### src/rtl/uart_buffered_transmitter.sv
// UART transmitter with an internal TX FIFO, baud prescaler and run-time
// selectable parity / stop-bit count. Frames are sent back-to-back, LSB first.
module uart_buffered_transmitter #(
  parameter int unsigned DATA_WIDTH     = 8,
  parameter int unsigned FIFO_DEPTH     = 4,
  parameter int unsigned PRESCALE_WIDTH = 16
) (
  input  logic                          clk,
  input  logic                          reset,
  input  logic [PRESCALE_WIDTH-1:0]     prescale,
  input  logic                          parity_enable,
  input  logic                          parity_type,
  input  logic                          two_stop_bits,
  input  logic                          data_valid,
  input  logic [DATA_WIDTH-1:0]         parallel_data,
  output logic                          ready,
  output logic                          serial_data_out,
  output logic                          busy,
  output logic [$clog2(FIFO_DEPTH):0]   fifo_count
);

  localparam int unsigned AW = $clog2(FIFO_DEPTH);
  localparam int unsigned CW = AW + 1;
  localparam int unsigned BW = $clog2(DATA_WIDTH);
  localparam logic [CW-1:0] DepthC  = CW'(FIFO_DEPTH);
  localparam logic [BW-1:0] LastBit = BW'(DATA_WIDTH - 1);

  typedef enum logic [2:0] {StIdle, StStart, StData, StParity, StStop} state_e;

  // FIFO storage and pointers
  logic [DATA_WIDTH-1:0] mem_q [FIFO_DEPTH];
  logic [AW-1:0]         wr_ptr_q, rd_ptr_q;
  logic [CW-1:0]         count_q;
  logic                  push, pop;
  logic [DATA_WIDTH-1:0] head;

  assign ready = (count_q < DepthC);
  assign push  = data_valid && ready;
  assign head  = mem_q[rd_ptr_q];

  always_ff @(posedge clk) begin
    if (push) mem_q[wr_ptr_q] <= parallel_data;
  end

  always_ff @(posedge clk or negedge reset) begin
    if (!reset) begin
      wr_ptr_q <= '0;
      rd_ptr_q <= '0;
      count_q  <= '0;
    end else begin
      if (push) wr_ptr_q <= wr_ptr_q + AW'(1);
      if (pop)  rd_ptr_q <= rd_ptr_q + AW'(1);
      count_q <= count_q + CW'(push) - CW'(pop);
    end
  end

  // Frame state
  state_e                    state_q, state_d;
  logic [PRESCALE_WIDTH-1:0] cnt_q, cnt_d;
  logic [PRESCALE_WIDTH-1:0] reload_q, reload_d;
  logic [BW-1:0]             bit_q, bit_d;
  logic [DATA_WIDTH-1:0]     shift_q, shift_d;
  logic                      parity_q, parity_d;
  logic                      par_en_q, par_en_d;
  logic                      two_stop_q, two_stop_d;
  logic                      serial_q, serial_d;
  logic                      tick, load;
  logic [PRESCALE_WIDTH-1:0] load_reload;

  assign tick        = (cnt_q == '0);
  assign load_reload = (prescale == '0) ? '0 : prescale - PRESCALE_WIDTH'(1);

  always_comb begin
    state_d    = state_q;
    cnt_d      = tick ? cnt_q : cnt_q - PRESCALE_WIDTH'(1);
    reload_d   = reload_q;
    bit_d      = bit_q;
    shift_d    = shift_q;
    parity_d   = parity_q;
    par_en_d   = par_en_q;
    two_stop_d = two_stop_q;
    load       = 1'b0;
    pop        = 1'b0;
    serial_d   = 1'b1;

    case (state_q)
      StIdle: begin
        if (count_q != '0) load = 1'b1;
      end
      StStart: begin
        if (tick) begin
          state_d = StData;
          bit_d   = '0;
          cnt_d   = reload_q;
        end
      end
      StData: begin
        if (tick) begin
          cnt_d = reload_q;
          if (bit_q == LastBit) begin
            state_d = par_en_q ? StParity : StStop;
            bit_d   = '0;
          end else begin
            bit_d   = bit_q + BW'(1);
            shift_d = shift_q >> 1;
          end
        end
      end
      StParity: begin
        if (tick) begin
          state_d = StStop;
          bit_d   = '0;
          cnt_d   = reload_q;
        end
      end
      StStop: begin
        if (tick) begin
          // bit_q marks which stop bit is on the line
          if (two_stop_q && (bit_q == '0)) begin
            bit_d = BW'(1);
            cnt_d = reload_q;
          end else if (count_q != '0) begin
            load = 1'b1;
          end else begin
            state_d = StIdle;
          end
        end
      end
      default: state_d = StIdle;
    endcase

    if (load) begin
      state_d    = StStart;
      pop        = 1'b1;
      shift_d    = head;
      reload_d   = load_reload;
      cnt_d      = load_reload;
      bit_d      = '0;
      parity_d   = parity_type ? ~^head : ^head;
      par_en_d   = parity_enable;
      two_stop_d = two_stop_bits;
    end

    // Line value is registered from the next state so it changes on the edge itself
    case (state_d)
      StStart:  serial_d = 1'b0;
      StData:   serial_d = shift_d[0];
      StParity: serial_d = parity_d;
      default:  serial_d = 1'b1;
    endcase
  end

  always_ff @(posedge clk or negedge reset) begin
    if (!reset) begin
      state_q    <= StIdle;
      cnt_q      <= '0;
      reload_q   <= '0;
      bit_q      <= '0;
      shift_q    <= '0;
      parity_q   <= 1'b0;
      par_en_q   <= 1'b0;
      two_stop_q <= 1'b0;
      serial_q   <= 1'b1;
    end else begin
      state_q    <= state_d;
      cnt_q      <= cnt_d;
      reload_q   <= reload_d;
      bit_q      <= bit_d;
      shift_q    <= shift_d;
      parity_q   <= parity_d;
      par_en_q   <= par_en_d;
      two_stop_q <= two_stop_d;
      serial_q   <= serial_d;
    end
  end

  assign serial_data_out = serial_q;
  assign busy            = (state_q != StIdle);
  assign fifo_count      = count_q;

endmodule

### config.mk
export PLATFORM = sky130hd
export DESIGN_NAME = uart_buffered_transmitter
export DESIGN_NICKNAME = d
export VERILOG_FILES = /design/src/rtl/uart_buffered_transmitter.sv
export SDC_FILE = /design/constraint.sdc
export NUM_CORES = 1
export LEC_CHECK = 0
export ABC_CLOCK_PERIOD_IN_PS = 4100
export CELL_PAD_IN_SITES_DETAIL_PLACEMENT = 1
export CELL_PAD_IN_SITES_GLOBAL_PLACEMENT = 1
export CORE_MARGIN = 3
export CORE_UTILIZATION = 40
export CTS_CLUSTER_SIZE = 12
export DETAILED_ROUTE_END_ITERATION = 8
export PLACE_DENSITY = 0.69
export SYNTH_ARGS = -nofsm -noshare
export SYNTH_HDL_FRONTEND = slang
export SYNTH_SLANG_ARGS = --single-unit
### constraint.sdc
create_clock -name clk -period 4.1 [get_ports clk]
set_clock_uncertainty 0.1 [all_clocks]
set_input_delay 0.41 -clock clk [delete_from_list [all_inputs] [get_ports clk]]
set_output_delay 0.41 -clock clk [all_outputs]
set_load 0.01 [all_outputs]
==> impl_results.md, run 1 <==
- Grt total ovfl: 0
- Crit path DAT: 3.27 ns
- Starting DRT DRC Count: between 100 and 150
- Drc violations: 0
- Largest cells by area after synthesis: dfrtp_1, edfxtp_1, xnor2_1, mux4_2, nand2_1
- Fin cells: 598
- Die Footprint: approximately 13000 µm²
- Number of global-route vias before repair: roughly 3.5k
- CTS Buf Count: 9
- Reg-to-Reg Start: cnt_q[7]
- Final ANT Viol Nets: 0
- Syn nets: 460
- Largest net degree at the start of global routing: 35
- Hold Path Stages: 2
- Initial antenna violation count: 0
- Distinct cells, synth: between 50 and 60
- Clock period minus final worst setup slack: just over 3 ns
- Top cell type's share of synthesized area: a little under a third
- Synth-to-Final Area Change: 17.8%
- RSZ-0062 raised after global routing: false
- CTS Sinks: slightly below 90
- Tightest Pin Transition: slightly below 0.8 ns
- Clock tree buffer depth: 2
- Setup bufs post-CTS: 0
- Number of port buffers: 35
- Gp weighted congestion: 0.798
- Ant. Diodes: 0
- Cell Int Power: between 1500 and 2000 µW
- Post-Synthesis Cells: around 420
- Status: finished clean
- Final setup fails: 0
- Ports: 36
- TritonCTS clock tree: yes
- Setup crit end kind: flip-flop
- Overall Global Routing Usage: between 10% and 20%
- Predominant post-synthesis flop cell: dfrtp_1
- Hpwl dp: 7700 µm
- Hold Violations, Final: 0
- Internal reg-to-reg setup slack: about 1.0 ns
- Worst relative slew slack: 48.4%
- Placed instance count: a little under 600
- Layout cells sized above 1: approximately 8.7%
- Hold Crit Endpoint: reload_q[5]
- Setup_tns: 0 ns
- Post-synth EDFFs: 32
- Clk_lat worst skew: ~0.35 ns
- Cell Area, Synth: 4560 µm²
- Most frequent cell after synthesis: dfrtp_1
- Sequential area share after synthesis: between 50 and 60%
- First-pass GRT wire length: 18500 µm
- Cell area power density: just under 500 nW/µm²
- Post-synthesis xor/xnor area fraction: between 5 and 6%
- Leak: approximately 0.0021 µW
- #FFs+latches synth: 89
- Routed vias: approximately 3.3k
- Maximum vdd drop: 327 µV
- DR vias/cell: approximately 5.5
- WL per Instance: between 15 and 20 µm
- Switching power total: between 800 and 900 µW
- Core ar.: about 11000 µm²
- Max FO, Critical Path: 7
- Worst Path Required: between 4 and 5 ns
- R2R cell count: 11
- Die Ht: roughly 110 µm
- Die width: ~110 µm
- Sequential share of power: 45.6%
- Nets: approximately 500
- Comb pwr share: roughly 22%
- Syn Area/Cell: about 11 µm²
- Crit path from: cnt_q[7]
- Row cnt: 38
- Fin crit share: about 76%
- RR Endpoint: fifo_count[2]
- CTS clk-pin slew, worst paths: approximately 0.07 ns
- Synth cell count leaders: dfrtp_1, nand2_1, edfxtp_1, nor2_1, o21ai_0
- YS warnings: 0
- Max-cap viol count: 0
- Clock power share: between 30% and 40%
- Critical path class: flip-flop to flip-flop
- Async set-or-reset flop fraction in the synthesized netlist: 64.0%
- Combinational family with the most area after synthesis: simple AND/OR/NAND/NOR gates
- Switching share of power: between 30% and 40%
- Hold_sp: reload_q[5]
- H-tree levels: 3
- Crit start category: flip-flop
- Clk root buf: clkbuf_16
- Starting Density: 41.5%
- Post-Synth Simple-Gate Area: approximately 16%
- Fill cells: 1193
- Adder-cell share of the synthesized area: approximately 3.5%
- Largest area contributor in the netlist: dfrtp_1
- Pre-antenna DRT Iters: 4
- Post-synthesis mux area share: 5.30%
- Compound-Gate Fraction of Synth Area: 13.0%
- Max-slew violations: 0
- F_max: around 320 MHz
- HP Class: flip-flop to flip-flop
- WL final: between 10000 and 15000 µm
power by group through the flow:
stage	Combinational [µW]	Sequential, µW	Clock (µW)
final	575	1210	870
after global routing	652	1240	933
after floorplan	420	1170	0
after CTS	585	1210	890
after detailed placement	574	1230	0
after global placement	562	1220	0
per-stage QoR:
| step | instance area, µm² | setup WS [ns] | hold slack (ns) | utilization (%) | total power (µW) |
|---|---|---|---|---|---|
| after global placement | 5040 | 1.02 | 0.333 | 45.9 | 1780 |
| after floorplan | 4560 | 1.09 | 0.0144 | - | 1590 |
| after detailed placement | 5040 | 0.989 | 0.343 | 45.9 | 1800 |
| after global routing | 5370 | 0.800 | 0.399 | 48.9 | 2830 |
| after CTS | 5370 | 1.03 | 0.382 | 48.9 | 2690 |
| final | 5370 | 1.00 | 0.380 | 48.9 | 2660 |
timing repair:
item	4_1_cts	5_1_grt
gates resized for setup	0	0
hold buffers	1	0
endpoints found under the hold margin	22	0
cell usage in the layout (no fill, tap or decap), types with 2 or more instances in the layout:
| master | Yosys | layout |
|---|---|---|
| inv_6 | 0 | 4 |
| o21ai_1 | 5 | 5 |
| inv_1 | 18 | 18 |
| a211o_1 | 7 | 7 |
| a21o_1 | 10 | 10 |
| clkdlybuf4s50_1 | 0 | 34 |
| inv_8 | 0 | 2 |
| and3_1 | 2 | 2 |
| or3_1 | 9 | 9 |
| nor4_2 | 2 | 2 |
| a22o_1 | 5 | 5 |
| o21a_1 | 2 | 2 |
| nand2_1 | 42 | 42 |
| mux2i_1 | 5 | 5 |
| or4_1 | 4 | 4 |
| mux4_2 | 8 | 8 |
| o21ai_0 | 22 | 22 |
| nor3_1 | 9 | 9 |
| and2_1 | 7 | 7 |
| xnor2_1 | 21 | 21 |
| o41ai_1 | 2 | 2 |
| nor2_1 | 27 | 27 |
| a31oi_1 | 5 | 5 |
| nand3b_1 | 3 | 3 |
| nor2b_1 | 2 | 2 |
| a2111o_1 | 2 | 2 |
| o22ai_1 | 8 | 8 |
| nor4_1 | 5 | 5 |
| nand2b_1 | 8 | 8 |
| a21oi_1 | 17 | 17 |
| nand3_1 | 11 | 11 |
| xor2_1 | 10 | 10 |
| dfrtp_1 | 56 | 56 |
| a211oi_1 | 2 | 2 |
| ha_1 | 11 | 11 |
| buf_4 | 2 | 7 |
| clkbuf_16 | 0 | 9 |
| edfxtp_1 | 32 | 32 |
logic make-up (layout without fill, tap and decap cells):
logic type / count (synthesis) / after routing
AND/OR/NAND/NOR: 142 / 142
buffers and inverters: 38 / 78
adder cells (fa/ha/maj): 12 / 12
XOR/XNOR: 31 / 31
flip-flops: 89 / 89
multiplexers: 14 / 14
AO/OA/AOI/OAI: 92 / 92
worst max-delay path, cell delays in order, from the launching register on:
cell and delay (ns):
dfrtp_1 0.44, nor4_1 0.49, nand4_1 0.38, o21ai_1 0.36, nand2_1 0.13, clkinv_1 0.08, ha_1 0.12, inv_1 0.04
ha_1 0.18, fa_1 0.38, xnor2_1 0.19, xnor2_1 0.13
worst max path at each step:
| stage | to |
|---|---|
| floorplan | fifo_count[2] |
| CTS | fifo_count[2] |
| global route | fifo_count[2] |
| detailed placement | cnt_q[10] |
| finish | fifo_count[2] |
| global placement | cnt_q[10] |
sequential cells by signal, indices dropped and copies added (netlist names), 2 cells and up:
name	count
state_q	3
wr_ptr_q	2
rd_ptr_q	2
mem_q	32
shift_q	8
cnt_q	16
reload_q	16
fifo_count	3
bit_q	3
per-layer routing:
metal,vias to the layer above,GRT usage (%),wire [µm]
met5,-,0,0
met4,0,4.33,104
met3,7,4.28,478
met2,54,29.1,5220
met1,1647,26.4,5100
li1,1587,-,-
cell type report:
cell class,count,area [µm²],share of cell area (%)
multi-input cells,291,2010,37.5
clock buffers,9,225,4.20
well taps,140,175,3.26
flip-flops and latches,89,2390,44.5
inverters,19,71.3,1.33
clock inverters,7,87.6,1.63
repair buffers,43,408,7.60
No activity file was read; power rests on OpenSTA's default activity.
==> inputs of run 2 (changes only) <==
--- a/config.mk
+++ b/config.mk
@@ -5,7 +5,7 @@
 export SDC_FILE = /design/constraint.sdc
 export NUM_CORES = 1
 export LEC_CHECK = 0
-export ABC_CLOCK_PERIOD_IN_PS = 4100
+export ABC_CLOCK_PERIOD_IN_PS = 2880
 export CELL_PAD_IN_SITES_DETAIL_PLACEMENT = 1
 export CELL_PAD_IN_SITES_GLOBAL_PLACEMENT = 1
 export CORE_MARGIN = 3
==> constraint.sdc (replaced) <==
create_clock -name clk -period 2.88 [get_ports clk]
set_clock_uncertainty 0.1 [all_clocks]
set_input_delay 0.288 -clock clk [delete_from_list [all_inputs] [get_ports clk]]
set_output_delay 0.288 -clock clk [all_outputs]
set_load 0.01 [all_outputs]
==> run 2 against run 1 <==
  * Clock power rose by 30%
  * Via count rose by 3.1%
  * First-iteration DRC count rose by 38%
  * Setup slack got worse by 0.81 ns
  * Critical endpoint is now cnt_q[7]
==> impl_results.md, run 2 (same netlist as run 1, synthesis figures left out) <==
- Placed instance count: ~600
- Number of flip-flops in the largest register: 32
- Hold Violations, Final: 0
- Clk root buf: clkbuf_16
- Setup crit end kind: flip-flop
- Crit path from: cnt_q[7]
- Reg-to-Reg Start: cnt_q[7]
- Maximum vdd drop: ~460 µV
- Cell area power density: approximately 680 nW/µm²
- Crit-path leading delay family: simple AND/OR/NAND/NOR gates
- WL final: roughly 11000 µm
- Number of global-route vias before repair: 3570
- Row cnt: 38
- Die Footprint: ~13000 µm²
- Largest Register: mem_q
- Max FO, Critical Path: 6
- Pwr Total: around 3800 µW
- Drc violations: 0
- Setup_tns: 0 ns
- Clk_lat worst skew: around 0.35 ns
- Fin crit share: 93.2%
- Leak: 0.00221 µW
- Bufs and invs on worst path: 2
- GRT busiest layer: met2
- Clock period minus final worst setup slack: roughly 2.7 ns
- Final ANT Viol Nets: 0
- Met1 Use GR: about 27%
- Gp weighted congestion: about 0.79
- Cells along the critical path: buf_4 > or4_1 > nor4_4 > buf_4 > a21oi_1 > xnor2_1 > nor2_1 > a211o_1
- Commonest cells after routing, fill and taps aside: dfrtp_1, nand2_1, clkdlybuf4s50_1, edfxtp_1, buf_4
- Critical path class: flip-flop to flip-flop
- Number of port buffers: 35
- CTS Buf Count: 9
- First-pass GRT wire length: 18600 µm
- H-tree levels: 3
- Final setup fails: 0
- Clock tree buffer depth: 2
- Ant. Diodes: 0
- Most common cell after layout, fill and taps aside: dfrtp_1
- Hold_ws: 0.345 ns
- Crit start category: flip-flop
- Worst path max stage delay: approximately 0.63 ns
- Max-slew violations: 0
- Hpwl dp: between 8000 and 9000 µm
- Synth-to-Final Area Change: 22.1%
- Grt total ovfl: 0
- Worst Path Required: between 3 and 4 ns
- GR Layer Usage met3: 3.69%
- Die width: between 100 and 150 µm
- Core ar.: approximately 11000 µm²
- Worst relative slew slack: approximately 60%
- Ports: 36
- WL per Instance: between 15 and 20 µm
- CTS clk-pin slew, worst paths: roughly 0.070 ns
- HP Class: input pin to asynchronous set/reset pin
- Max-cap viol count: 0
- Largest net degree at the start of global routing: 34
- Routed vias: 3397
- Setup WS pre-CTS: 0.0357 ns
- Biggest regs: mem_q x32, cnt_q x16, reload_q x16
- Overall Global Routing Usage: a little under a fifth
- Die Ht: roughly 110 µm
- Met2 GRT Util: about 28%
- Fin worst setup slack: just under 0.2 ns
- Crit path DAT: 2.81 ns
- Fin cells: ~620
- CTS Sinks: 89
- TritonCTS clock tree: yes
- DR vias/cell: between 5 and 6
- Tightest Pin Transition: between 0.5 and 0.6 ns
- Starting DRT DRC Count: roughly 190
- Starting Density: a little over 40%
- Nets: about 520
- Layout cells sized above 1: between 10 and 15%
- F_max: 373 MHz
- Initial antenna violation count: 0
- Slowest cell on the critical path: or4_1
- Pre-antenna DRT Iters: 4
- Critical Path Most Common Cell: buf_4
- Status: finished clean
==> run 2: path summary, 6_finish.rpt <==
| check | end | slack (ns) | cells past startpoint |
|---|---|---|---|
| max | cnt_q[7] | 0.20 | 8 |
| min | reload_q[4] | 0.34 | 2 |
| max reg2reg | cnt_q[7] | 0.20 | 8 |
| min reg2reg | reload_q[13] | 0.38 | 1 |
| max in group asynchronous | fifo_count[0] | 1.60 | 3 |
| min in group clk | two_stop_q | 0.37 | 3 |
==> run 2: per-layer routing <==
metal,share of wire [%],wire length (µm)
met1,50,5670
met2,46,5140
met3,2.9,323
met4,1.4,154
met5,0,0
==> run 2: layout make-up <==
class | instances | area [µm²]
Clock inverter | 7 | 58.8
Inverter | 19 | 71.3
Clock buffer | 9 | 225
Timing Repair Buffer | 69 | 616
Sequential cell | 89 | 2390
Tap cell | 140 | 175
Fill cell | 1196 | 5420
Multi-Input combinational cell | 291 | 2030
==> run 2: metrics by stage <==
step | area (µm²) | util [%]
detailed placement | 5250 | 47.8
finish | 5560 | 50.7
floorplan | 4570 | -
CTS | 5550 | 50.5
global route | 5560 | 50.7
global placement | 5250 | 47.8
==> run 2: repair_timing <==
action | 4_1_cts | 5_1_grt
endpoints found under the hold margin | 18 | 0
gates resized for setup | 0 | 2
endpoints found under the setup margin | 0 | 1
hold buffers | 1 | 0
setup buffers | 0 | 1
==> run 2: power by group <==
| part | internal [µW] | switching (µW) |
|---|---|---|
| clock | 602 | 530 |
| sequential | 1530 | 163 |
| combinational | 478 | 476 |
==> run 2: worst reg2reg max path, stage by stage (launching register included) <==
cell	delay (ns)
dfrtp_1	0.39
buf_4	0.16
or4_1	0.63
nor4_4	0.42
buf_4	0.22
a21oi_1	0.08
xnor2_1	0.22
nor2_1	0.08
a211o_1	0.28
==> RTL change: new RTL, config.mk and constraints of run 1 <==
Register the input `prescale` before use. The logic sees it one clock later. The other inputs are not delayed to match.
--- a/src/rtl/uart_buffered_transmitter.sv
+++ b/src/rtl/uart_buffered_transmitter.sv
@@ -28,2 +28,8 @@
   typedef enum logic [2:0] {StIdle, StStart, StData, StParity, StStop} state_e;
+
+  logic [PRESCALE_WIDTH-1:0] prescale_q;
+
+  always_ff @(posedge clk) begin
+    prescale_q <= prescale;
+  end
 
@@ -70,3 +76,3 @@
   assign tick        = (cnt_q == '0);
-  assign load_reload = (prescale == '0) ? '0 : prescale - PRESCALE_WIDTH'(1);
+  assign load_reload = (prescale_q == '0) ? '0 : prescale_q - PRESCALE_WIDTH'(1);
 
Function: changed (a bounded check fails within 4 cycles, from zero or initial values and one cycle with reset low).
==> RTL change against run 1 <==
- sequential cell count rose by 16
- final area rose by 6.1%
- final cell count rose by 5.2%
- critical path type unchanged
- utilization fell by 0.46 points
- combinational power rose by 4.9%
- sequential power rose by 17%
- area after synthesis rose by 8.3%
- via count rose by 2.8%
- critical endpoint unchanged
- largest cell class unchanged
- first-iteration DRC count rose by 29%
- power rose by 7.4%
- wire length rose by 3.1%
- die area rose by 7.9%
- setup slack got worse by 0.16 ns
==> RTL change: results (changes against run 1) <==
CP delay by family, top adder cells; cell count after placement 613 (+5.5%); CP peak stage delay 0.43 ns (-0.06 ns); Slew Limit Headroom 49.4% (+0.97 points); largest cells by area after synthesis dfrtp_1 28%, edfxtp_1 19%, dfxtp_1 6.5%; met1 GRT Util 24.4% (-2.1 points); Seq/Total Area, Yosys 54.9% (+2.4 points); first-pass GRT wire length 18.7 mm (+0.86%); largest net degree at the start of global routing 58 (+66%); Logic inverters 18 (-1); LEAKAGE 0.00215 µW (+2.8%); Hold WC Path Type in2async; Synth Area in Compound Gates 13.8% (+0.77 points); crit path max fanout 34 (+27); DRT met1 WL 5.50 mm (+7.8%); Layout fillers 1252 (+4.9%); WL met2 5.24 mm (+0.46%); Data buffer area share 6.46% (-1.1 points); final net count 502 (+1.4%); outcome completed; final WL 11.2 mm (+3.1%); CP endpoint kind flip-flop; fraction of layout cells with a size suffix above 1 10.5% (+1.8 points); slowest CP cell dfrtp_1; Area after DPL 5400 µm² (+7.0%); Synth Area in Adders 3.19% (-0.27 points); routed wl met3 373 µm (-22%); vias in the first global route 3685 (+4.8%); Pwr Density 502 nW/µm² (+1.3%); Non-CTS buffers 38 (-12%); hpwl dp 7.99 mm (+3.8%); syn_nets 470 (+2.2%); Total GRT Usage 17.7% (-0.81 points); GPL Wtd Cong 0.799 (+0.16%); synth cell count leaders 56 x dfrtp_1, 48 x nand2_1, 32 x edfxtp_1, 22 x o21ai_0; Synth async-reset ratio 54.3% (-9.8 points); pre-CTS setup slack 0.842 ns (-0.147 ns); Die X-Extent 117 µm (+3.9%); fraction of area in multi-input gates 35.9% (-1.6 points); clock sink count 105 (+18%); max reg flops 32 (unchanged); post-synthesis mux area share 4.06% (-1.2 points); Reg area 2710 µm² (+13%); drt wl/cell 17.9 µm (-2.0%); Max IR drop VDD 0.000289 V (-12%); synth unique cells 65 (+16%); Initial DRC Count 180 (+29%); Multi-In Gates 288 (-1.0%); GR Util met2 28.2% (-0.89 points); vias per inst 5.39 (-2.2%); CP arrival 3.40 ns (+0.13 ns); total negative slack 0 ns (unchanged); Final clock-cell share 5.16% (-0.66 points); met3 usage 4.52% (+0.25 points)
-- RTL change: changes by cell type after synthesis, moves of 5 or more --
cell,change
nor3_1,+7
buf_6,+5
and3_1,+5
clkbuf_1,-8
nand2_1,+6
o22ai_2,+5
nand2b_1,-7
o22ai_1,-5
nor2_1,-7
a21o_1,-9
dfxtp_1,+16
a211o_1,-6
-- RTL change: final timing paths --
| path | startpoint | endpoint | slack [ns] | depth (start not counted) |
|---|---|---|---|---|
| max | cnt_q[0] | fifo_count[2] | 0.85 | 11 |
| min | reset | wr_ptr_q[0] | 0.11 | 2 |
| max reg2reg | cnt_q[0] | fifo_count[2] | 0.85 | 11 |
| min reg2reg | reload_q[5] | reload_q[5] | 0.39 | 2 |
| max in group asynchronous | reset | reload_q[10] | 3.30 | 2 |
| min in group clk | reload_q[5] | reload_q[5] | 0.39 | 2 |
-- RTL change: power by group --
part           internal, µW  switching, µW
logic                   310            293
registers              1240            163
clock network           429            418
total                  1980            873
